## src/rtl/eth_frame_rx_v2.sv

```systemverilog
// Ethernet octet-stream receiver: preamble/SFD/address/length parsing, payload
// streaming with sof/eof, LRC-based FCS check, stall timeout and frame statistics.
module eth_frame_rx_v2 #(
    parameter logic [47:0] DEST_MAC_ADDR = 48'h00_0a_95_9d_68_16,
    parameter int          PREAMBLE_LEN  = 7,
    parameter int          FCS_LEN       = 4,
    parameter int          MAX_PAYLOAD   = 1500,
    parameter bit          ACCEPT_BCAST  = 1'b1,
    parameter int          TIMEOUT       = 255,
    parameter int          CNT_W         = 16
) (
    input  logic             clk,
    input  logic             rst,
    input  logic [7:0]       i_data,
    input  logic             i_data_vld,
    input  logic             i_start,
    input  logic             i_promisc,
    output logic             o_ready,
    output logic [7:0]       o_pl_data,
    output logic             o_pl_vld,
    output logic             o_pl_sof,
    output logic             o_pl_eof,
    output logic [47:0]      o_src_mac,
    output logic             o_done,
    output logic [2:0]       o_status,
    output logic [CNT_W-1:0] o_ok_cnt,
    output logic [CNT_W-1:0] o_err_cnt
);

    typedef enum logic [3:0] {
        IDLE, PREAMBLE, SFD, MACDST, MACSRC, LEN, PL, FCS, DONE
    } state_t;

    localparam logic [2:0] ST_OK   = 3'd0;
    localparam logic [2:0] ST_PRE  = 3'd1;
    localparam logic [2:0] ST_SFD  = 3'd2;
    localparam logic [2:0] ST_DROP = 3'd3;
    localparam logic [2:0] ST_LEN  = 3'd4;
    localparam logic [2:0] ST_FCS  = 3'd5;
    localparam logic [2:0] ST_TO   = 3'd6;

    localparam logic [15:0] PRE_LAST = 16'(PREAMBLE_LEN - 1);
    localparam logic [15:0] FCS_LAST = 16'(FCS_LEN - 1);
    localparam logic [15:0] MAX_LEN  = 16'(MAX_PAYLOAD);
    localparam int          TO_W     = $clog2(TIMEOUT + 2);
    localparam logic [TO_W-1:0] TO_LAST = TO_W'(TIMEOUT - 1);

    function automatic logic [7:0] dest_byte(input logic [2:0] idx);
        case (idx)
            3'd0:    return DEST_MAC_ADDR[47:40];
            3'd1:    return DEST_MAC_ADDR[39:32];
            3'd2:    return DEST_MAC_ADDR[31:24];
            3'd3:    return DEST_MAC_ADDR[23:16];
            3'd4:    return DEST_MAC_ADDR[15:8];
            default: return DEST_MAC_ADDR[7:0];
        endcase
    endfunction

    function automatic logic [CNT_W-1:0] sat_inc(input logic [CNT_W-1:0] v);
        return (&v) ? v : v + 1'b1;
    endfunction

    state_t           r_state, w_state_nxt;
    logic [2:0]       w_status_nxt;
    logic [15:0]      r_cnt;
    logic [TO_W-1:0]  r_idle;
    logic [7:0]       r_lrc;
    logic             r_dst_ok, r_dst_bc;
    logic [47:0]      r_src_hold;
    logic [15:0]      r_len;
    logic [7:0]       r_pl_data_p1;
    logic             r_pl_vld_p1, r_pl_sof_p1, r_pl_eof_p1;
    logic [47:0]      r_src_mac;
    logic [2:0]       r_status;
    logic [CNT_W-1:0] r_ok_cnt, r_err_cnt;

    logic             w_in_frame, w_lrc_en, w_timeout;
    logic             w_dst_ok, w_dst_bc, w_dst_accept;
    logic [15:0]      w_len;
    logic [7:0]       w_fcs_exp;

    assign w_in_frame   = (r_state != IDLE) && (r_state != DONE);
    assign w_lrc_en     = (r_state == MACDST) || (r_state == MACSRC) ||
                          (r_state == LEN)    || (r_state == PL);
    assign w_timeout    = (TIMEOUT > 0) && w_in_frame && !i_data_vld && (r_idle == TO_LAST);
    // Address flags accumulate across the six bytes; byte 0 starts them fresh.
    assign w_dst_ok     = ((r_cnt == 16'd0) || r_dst_ok) && (i_data == dest_byte(r_cnt[2:0]));
    assign w_dst_bc     = ((r_cnt == 16'd0) || r_dst_bc) && (i_data == 8'hFF);
    assign w_dst_accept = i_promisc || w_dst_ok || (ACCEPT_BCAST && w_dst_bc);
    assign w_len        = {r_len[7:0], i_data};
    assign w_fcs_exp    = ~r_lrc + 8'd1;

    always_ff @(posedge clk or posedge rst) begin
        if (rst) r_state <= IDLE;
        else     r_state <= w_state_nxt;
    end

    always_comb begin
        w_state_nxt  = r_state;
        w_status_nxt = ST_OK;
        case (r_state)
            IDLE: if (i_start) w_state_nxt = PREAMBLE;
            PREAMBLE: if (i_data_vld) begin
                if (i_data != 8'hAA) begin
                    w_state_nxt  = DONE;
                    w_status_nxt = ST_PRE;
                end else if (r_cnt == PRE_LAST) begin
                    w_state_nxt = SFD;
                end
            end
            SFD: if (i_data_vld) begin
                if (i_data != 8'hAB) begin
                    w_state_nxt  = DONE;
                    w_status_nxt = ST_SFD;
                end else begin
                    w_state_nxt = MACDST;
                end
            end
            MACDST: if (i_data_vld && r_cnt == 16'd5) begin
                if (w_dst_accept) begin
                    w_state_nxt = MACSRC;
                end else begin
                    w_state_nxt  = DONE;
                    w_status_nxt = ST_DROP;
                end
            end
            MACSRC: if (i_data_vld && r_cnt == 16'd5) w_state_nxt = LEN;
            LEN: if (i_data_vld && r_cnt == 16'd1) begin
                if (w_len == 16'd0 || w_len > MAX_LEN) begin
                    w_state_nxt  = DONE;
                    w_status_nxt = ST_LEN;
                end else begin
                    w_state_nxt = PL;
                end
            end
            PL: if (i_data_vld && r_cnt == r_len - 16'd1) w_state_nxt = FCS;
            FCS: if (i_data_vld) begin
                if (i_data != w_fcs_exp) begin
                    w_state_nxt  = DONE;
                    w_status_nxt = ST_FCS;
                end else if (r_cnt == FCS_LAST) begin
                    w_state_nxt = DONE;
                end
            end
            DONE:    w_state_nxt = IDLE;
            default: w_state_nxt = IDLE;
        endcase
        if (w_timeout) begin
            w_state_nxt  = DONE;
            w_status_nxt = ST_TO;
        end
    end

    always_ff @(posedge clk or posedge rst) begin
        if (rst) begin
            r_cnt        <= '0;
            r_idle       <= '0;
            r_lrc        <= '0;
            r_dst_ok     <= 1'b0;
            r_dst_bc     <= 1'b0;
            r_src_hold   <= '0;
            r_len        <= '0;
            r_pl_data_p1 <= '0;
            r_pl_vld_p1  <= 1'b0;
            r_pl_sof_p1  <= 1'b0;
            r_pl_eof_p1  <= 1'b0;
            r_src_mac    <= '0;
            r_status     <= '0;
            r_ok_cnt     <= '0;
            r_err_cnt    <= '0;
        end else begin
            if (w_state_nxt != r_state)       r_cnt <= '0;
            else if (i_data_vld && w_in_frame) r_cnt <= r_cnt + 16'd1;

            if (!w_in_frame || i_data_vld) r_idle <= '0;
            else                           r_idle <= r_idle + 1'b1;

            if (r_state == SFD)              r_lrc <= '0;
            else if (i_data_vld && w_lrc_en) r_lrc <= r_lrc + i_data;

            if (i_data_vld) begin
                case (r_state)
                    MACDST: begin
                        r_dst_ok <= w_dst_ok;
                        r_dst_bc <= w_dst_bc;
                    end
                    MACSRC:  r_src_hold <= {r_src_hold[39:0], i_data};
                    LEN:     r_len      <= w_len;
                    default: ;
                endcase
            end

            // Payload output stage: one cycle behind the accepted byte.
            r_pl_vld_p1 <= i_data_vld && (r_state == PL);
            if (i_data_vld && r_state == PL) begin
                r_pl_data_p1 <= i_data;
                r_pl_sof_p1  <= (r_cnt == 16'd0);
                r_pl_eof_p1  <= (r_cnt == r_len - 16'd1);
            end

            if (w_state_nxt == DONE && r_state != DONE) begin
                r_status <= w_status_nxt;
                if (w_status_nxt == ST_OK) r_src_mac <= r_src_hold;
            end

            // Address drops and the reserved code are deliberately not counted.
            if (r_state == DONE) begin
                if (r_status == ST_OK)
                    r_ok_cnt <= sat_inc(r_ok_cnt);
                else if (r_status != ST_DROP && r_status != 3'd7)
                    r_err_cnt <= sat_inc(r_err_cnt);
            end
        end
    end

    assign o_ready   = (r_state == IDLE);
    assign o_done    = (r_state == DONE);
    assign o_status  = r_status;
    assign o_pl_data = r_pl_data_p1;
    assign o_pl_vld  = r_pl_vld_p1;
    assign o_pl_sof  = r_pl_vld_p1 & r_pl_sof_p1;
    assign o_pl_eof  = r_pl_vld_p1 & r_pl_eof_p1;
    assign o_src_mac = r_src_mac;
    assign o_ok_cnt  = r_ok_cnt;
    assign o_err_cnt = r_err_cnt;

endmodule

```

## config.mk

```make
export PLATFORM = sky130hd
export DESIGN_NAME = eth_frame_rx_v2
export DESIGN_NICKNAME = d
export VERILOG_FILES = /design/src/rtl/eth_frame_rx_v2.sv
export SDC_FILE = /design/constraint.sdc
export NUM_CORES = 1
export LEC_CHECK = 0
export ABC_AREA = 1
export BUFFER_PORTS_ARGS = -buffer_cell sky130_fd_sc_hd__buf_2
export CAP_MARGIN = 10
export CORE_ASPECT_RATIO = 0.6
export CORE_UTILIZATION = 26
export DETAILED_ROUTE_END_ITERATION = 7
export PLACE_DENSITY = 0.5
export SLEW_MARGIN = 10
export SYNTH_ARGS = -nofsm -noshare
export SYNTH_HDL_FRONTEND = slang
export SYNTH_SLANG_ARGS = --single-unit
```

## constraint.sdc

```tcl
create_clock -name clk -period 17.51 [get_ports clk]
set_input_delay 0.8755 -clock clk [delete_from_list [all_inputs] [get_ports clk]]
set_output_delay 0.8755 -clock clk [all_outputs]
set_load 0.005 [all_outputs]
```

==> out/metrics.csv <==
metric,value,unit
Post-DP HPWL,20.89,mm
global-route wire length before repair,44.80,mm
Routed wire per std cell,15.24,um
top area cells in the synthesized netlist,"dfrtp_1 48%, nand2_1 11%, inv_1 5.8%, o21ai_0 4.7%, nand3_1 3.7%",
Clock Sinks,197,
RSZ-0062 raised after global routing,no,
fraction of the cycle the final worst path needs,20.90,%
layout cells sized above 1,18.26,%
via count,8259,
GRT overflow,0,
Die Span Y,155.2,um
final WL,28.19,mm
largest net degree at the start of global routing,132,
Area Overhead vs Synth,16.03,%
deepest clock path buffer count,2,
area share of the largest cell type after synthesis,48.47,%
Total GRT Usage,14.59,%
Fin Setup TNS,0,ps
clock latency on the worst-skew pair,450,ps
number of gates resized after CTS,0,
Yosys reg bits,197,
initial antenna violation count,0,
Syn Nets,1257,
kind of end point of the critical path,flip-flop,
clock power share,35.2,%
Unique masters post-synth,44,
Post-CTS Setup Repair Bufs,0,
Crit Path Category,flip-flop to flip-flop,
# nets final,1355,
status,"finished, final reports clean",
residual DRC count,0,
TritonCTS clock tree,done,
First-pass DRT Iterations,6,
Synth area leader,dfrtp_1,
switching share of power,33.75,%
Reg power frac,42.9,%
H-tree depth,4,
# Max-Cap Violations,0,
Psw,0.3935,mW
RR Startpoint,r_cnt[1],
# hold bufs at CTS,0,
"most common cell after layout, fill and taps aside",nand2_1,
Hold Path Origin,o_src_mac[45],
Post-Syn Area,0.01017,sq mm
worst r2r dst,o_src_mac[5],
Final Setup Violations,0,
Ports,109,
WHS Path Cells,2,
Final ANT Viol Nets,0,
Worst Tran Pin Value,950.1,ps
sequential area share after synthesis,48.47,%
CTS Buf Count,17,
critical path arrival,4030,ps
worst min-delay path class,flip-flop to flip-flop,
RePlAce Congestion,0.8655,
ys async rst share,100.0,%
1st-iter DRT viols,715,
CP Max Fanout,53,
"Avg Cell Area, Syn",8.302,sq um
CP Cell Sequence,"inv_1, ha_1, nand2_2, clkinv_1, nand2_1, nand2_1, nand2_1, nor2_1, nand2_1, nor2_1, nand3_1, nand3_2, nand2_1, inv_2, nand3_4, nand3_4, buf_4, nand2_1, o21ai_1",
clock transition at the registers of the reported paths,80,ps
die area,0.03994,sq mm
min Tclk post-route,3660,ps
Starting Density,26.68,%
most frequent CP cell,nand2_1,
worst hold endpoint,o_src_mac[45],
Comb power frac,21.9,%
crit-path max cell delay,710,ps
ant diodes,0,
Port Buffer Count,108,
vias in the first global route,7724,
Power Density,98.82,mW/mm^2
Worst VDD drop,0.06420,mV
Setup crit start kind,flip-flop,
Synth Instances,1225,
Final Max Tran Viols,0,
Max Fclk,273.2,MHz
die width,257.3,um
area of the core,0.03812,sq mm
Worst R2R Setup Slack,13850,ps
Leak,5.813,nW
synth warn,0,
count of final hold-check violations,0,
Setup Skew,17.73,ps
P_int,0.7726,mW
"EDFF count, synth",0,
worst r2r path cells,19,
Worst EP required,17880,ps
most frequent cells in the layout,"291 x nand2_1, 197 x dfrtp_1, 156 x inv_1",
Worst path slowest cell,buf_4,
ys flop type,dfrtp_1,
CTS root buffer,clkbuf_16,
final core utilization,30.95,%
row count,55,
vias per std cell,4.467,
Worst slew margin,36.51,%
-- worst max-delay path: cells and delay by family, from the launching register on --
family,cells,cell delay (ps)
AND/OR/NAND/NOR,13,1690
buffers and inverters,4,1020
AO/OA/AOI/OAI,1,100
flip-flops,1,440
adder cells (fa/ha/maj),1,270
-- metrics by stage --
step                setup WS (ps)  cell area [sq um]  cells  total power, mW  hold slack, ps
floorplan                   11270              10170   1225           0.6924           450.2
global placement            13660              11200   1817           0.7617           466.9
detailed placement          13650              11200   1817           0.7623           471.0
CTS                         13890              11800   1849            1.178           489.9
global route                13470              11800   1849            1.232           498.5
finish                      13850              11800   1849            1.166           482.2
-- power by group through the flow --
stage          clock [mW]  sequential (mW)  combinational (mW)
4_1_cts             0.424            0.500               0.255
2_1_floorplan           0            0.501               0.191
3_3_place_gp            0            0.508               0.254
3_5_place_dp            0            0.508               0.254
5_1_grt             0.442            0.503               0.286
6_report            0.411            0.500               0.255
-- cells by family (layout without fill, tap and decap cells) --
group	Yosys count	count (layout)	synth area share (%)
compound gates	182	182	10.40
xor+xnor	54	54	4.651
fa+ha+maj	19	19	2.411
buf+inv	198	309	8.022
flops	197	197	48.47
simple gates	575	575	26.05
-- cells in the mapped netlist (3+ instances only) --
library cell,count
o21bai_1,6
nor2_2,7
buf_2,9
inv_2,7
nor3_1,28
clkbuf_1,14
nand2_2,32
inv_1,157
a21oi_1,27
nor2_4,3
nand2_1,292
o21ai_0,95
nor2_1,92
xor2_1,38
ha_1,18
nor3_2,11
dfrtp_1,197
buf_6,6
nor4_1,4
o21ai_2,29
nand3b_1,3
o22ai_1,6
xnor2_1,16
nor3b_1,3
nand4_1,14
nand3_1,75
o21ai_1,14
-- worst max path at each step --
stage / end / cells after the start / slack [ps] / from
floorplan: o_err_cnt[0] / 1 / 11270 / rst
global placement: o_src_mac[5] / 14 / 13660 / i_data[0]
detailed placement: o_src_mac[5] / 14 / 13650 / i_data[0]
CTS: o_src_mac[5] / 19 / 13890 / r_cnt[1]
global route: o_src_mac[6] / 19 / 13470 / r_cnt[0]
finish: o_src_mac[5] / 19 / 13850 / r_cnt[1]
-- flip-flops by register name (all words and copies together) (netlist names) --
name / flops
r_pl_eof_p1: 1
o_src_mac: 48
o_ok_cnt: 16
o_pl_vld: 1
r_pl_sof_p1: 1
r_idle: 9
r_src_hold: 48
o_status: 3
r_dst_ok: 1
r_lrc: 8
r_cnt: 16
o_pl_data: 8
o_err_cnt: 16
r_dst_bc: 1
r_len: 16
r_state: 4
-- final cells by class --
type                       count  area, sq um
clock buffer                  22        484.2
clock inverter                10        120.1
fill                        4036        26320
inverter                     165        626.9
multi-input combinational    830         4427
sequential                   197         4930
tap                          513        641.9
timing repair buffer         112        570.5
-- metal layers --
metal / up-vias / track usage (%) / part of all wire (%)
li1: 4114 / - / -
met1: 3890 / 23.37 / 56
met2: 240 / 18.80 / 37
met3: 15 / 3.584 / 5.6
met4: 0 / 3.663 / 1.1
met5: - / 0 / 0
Note: power is estimated with default switching activity, not from simulation.
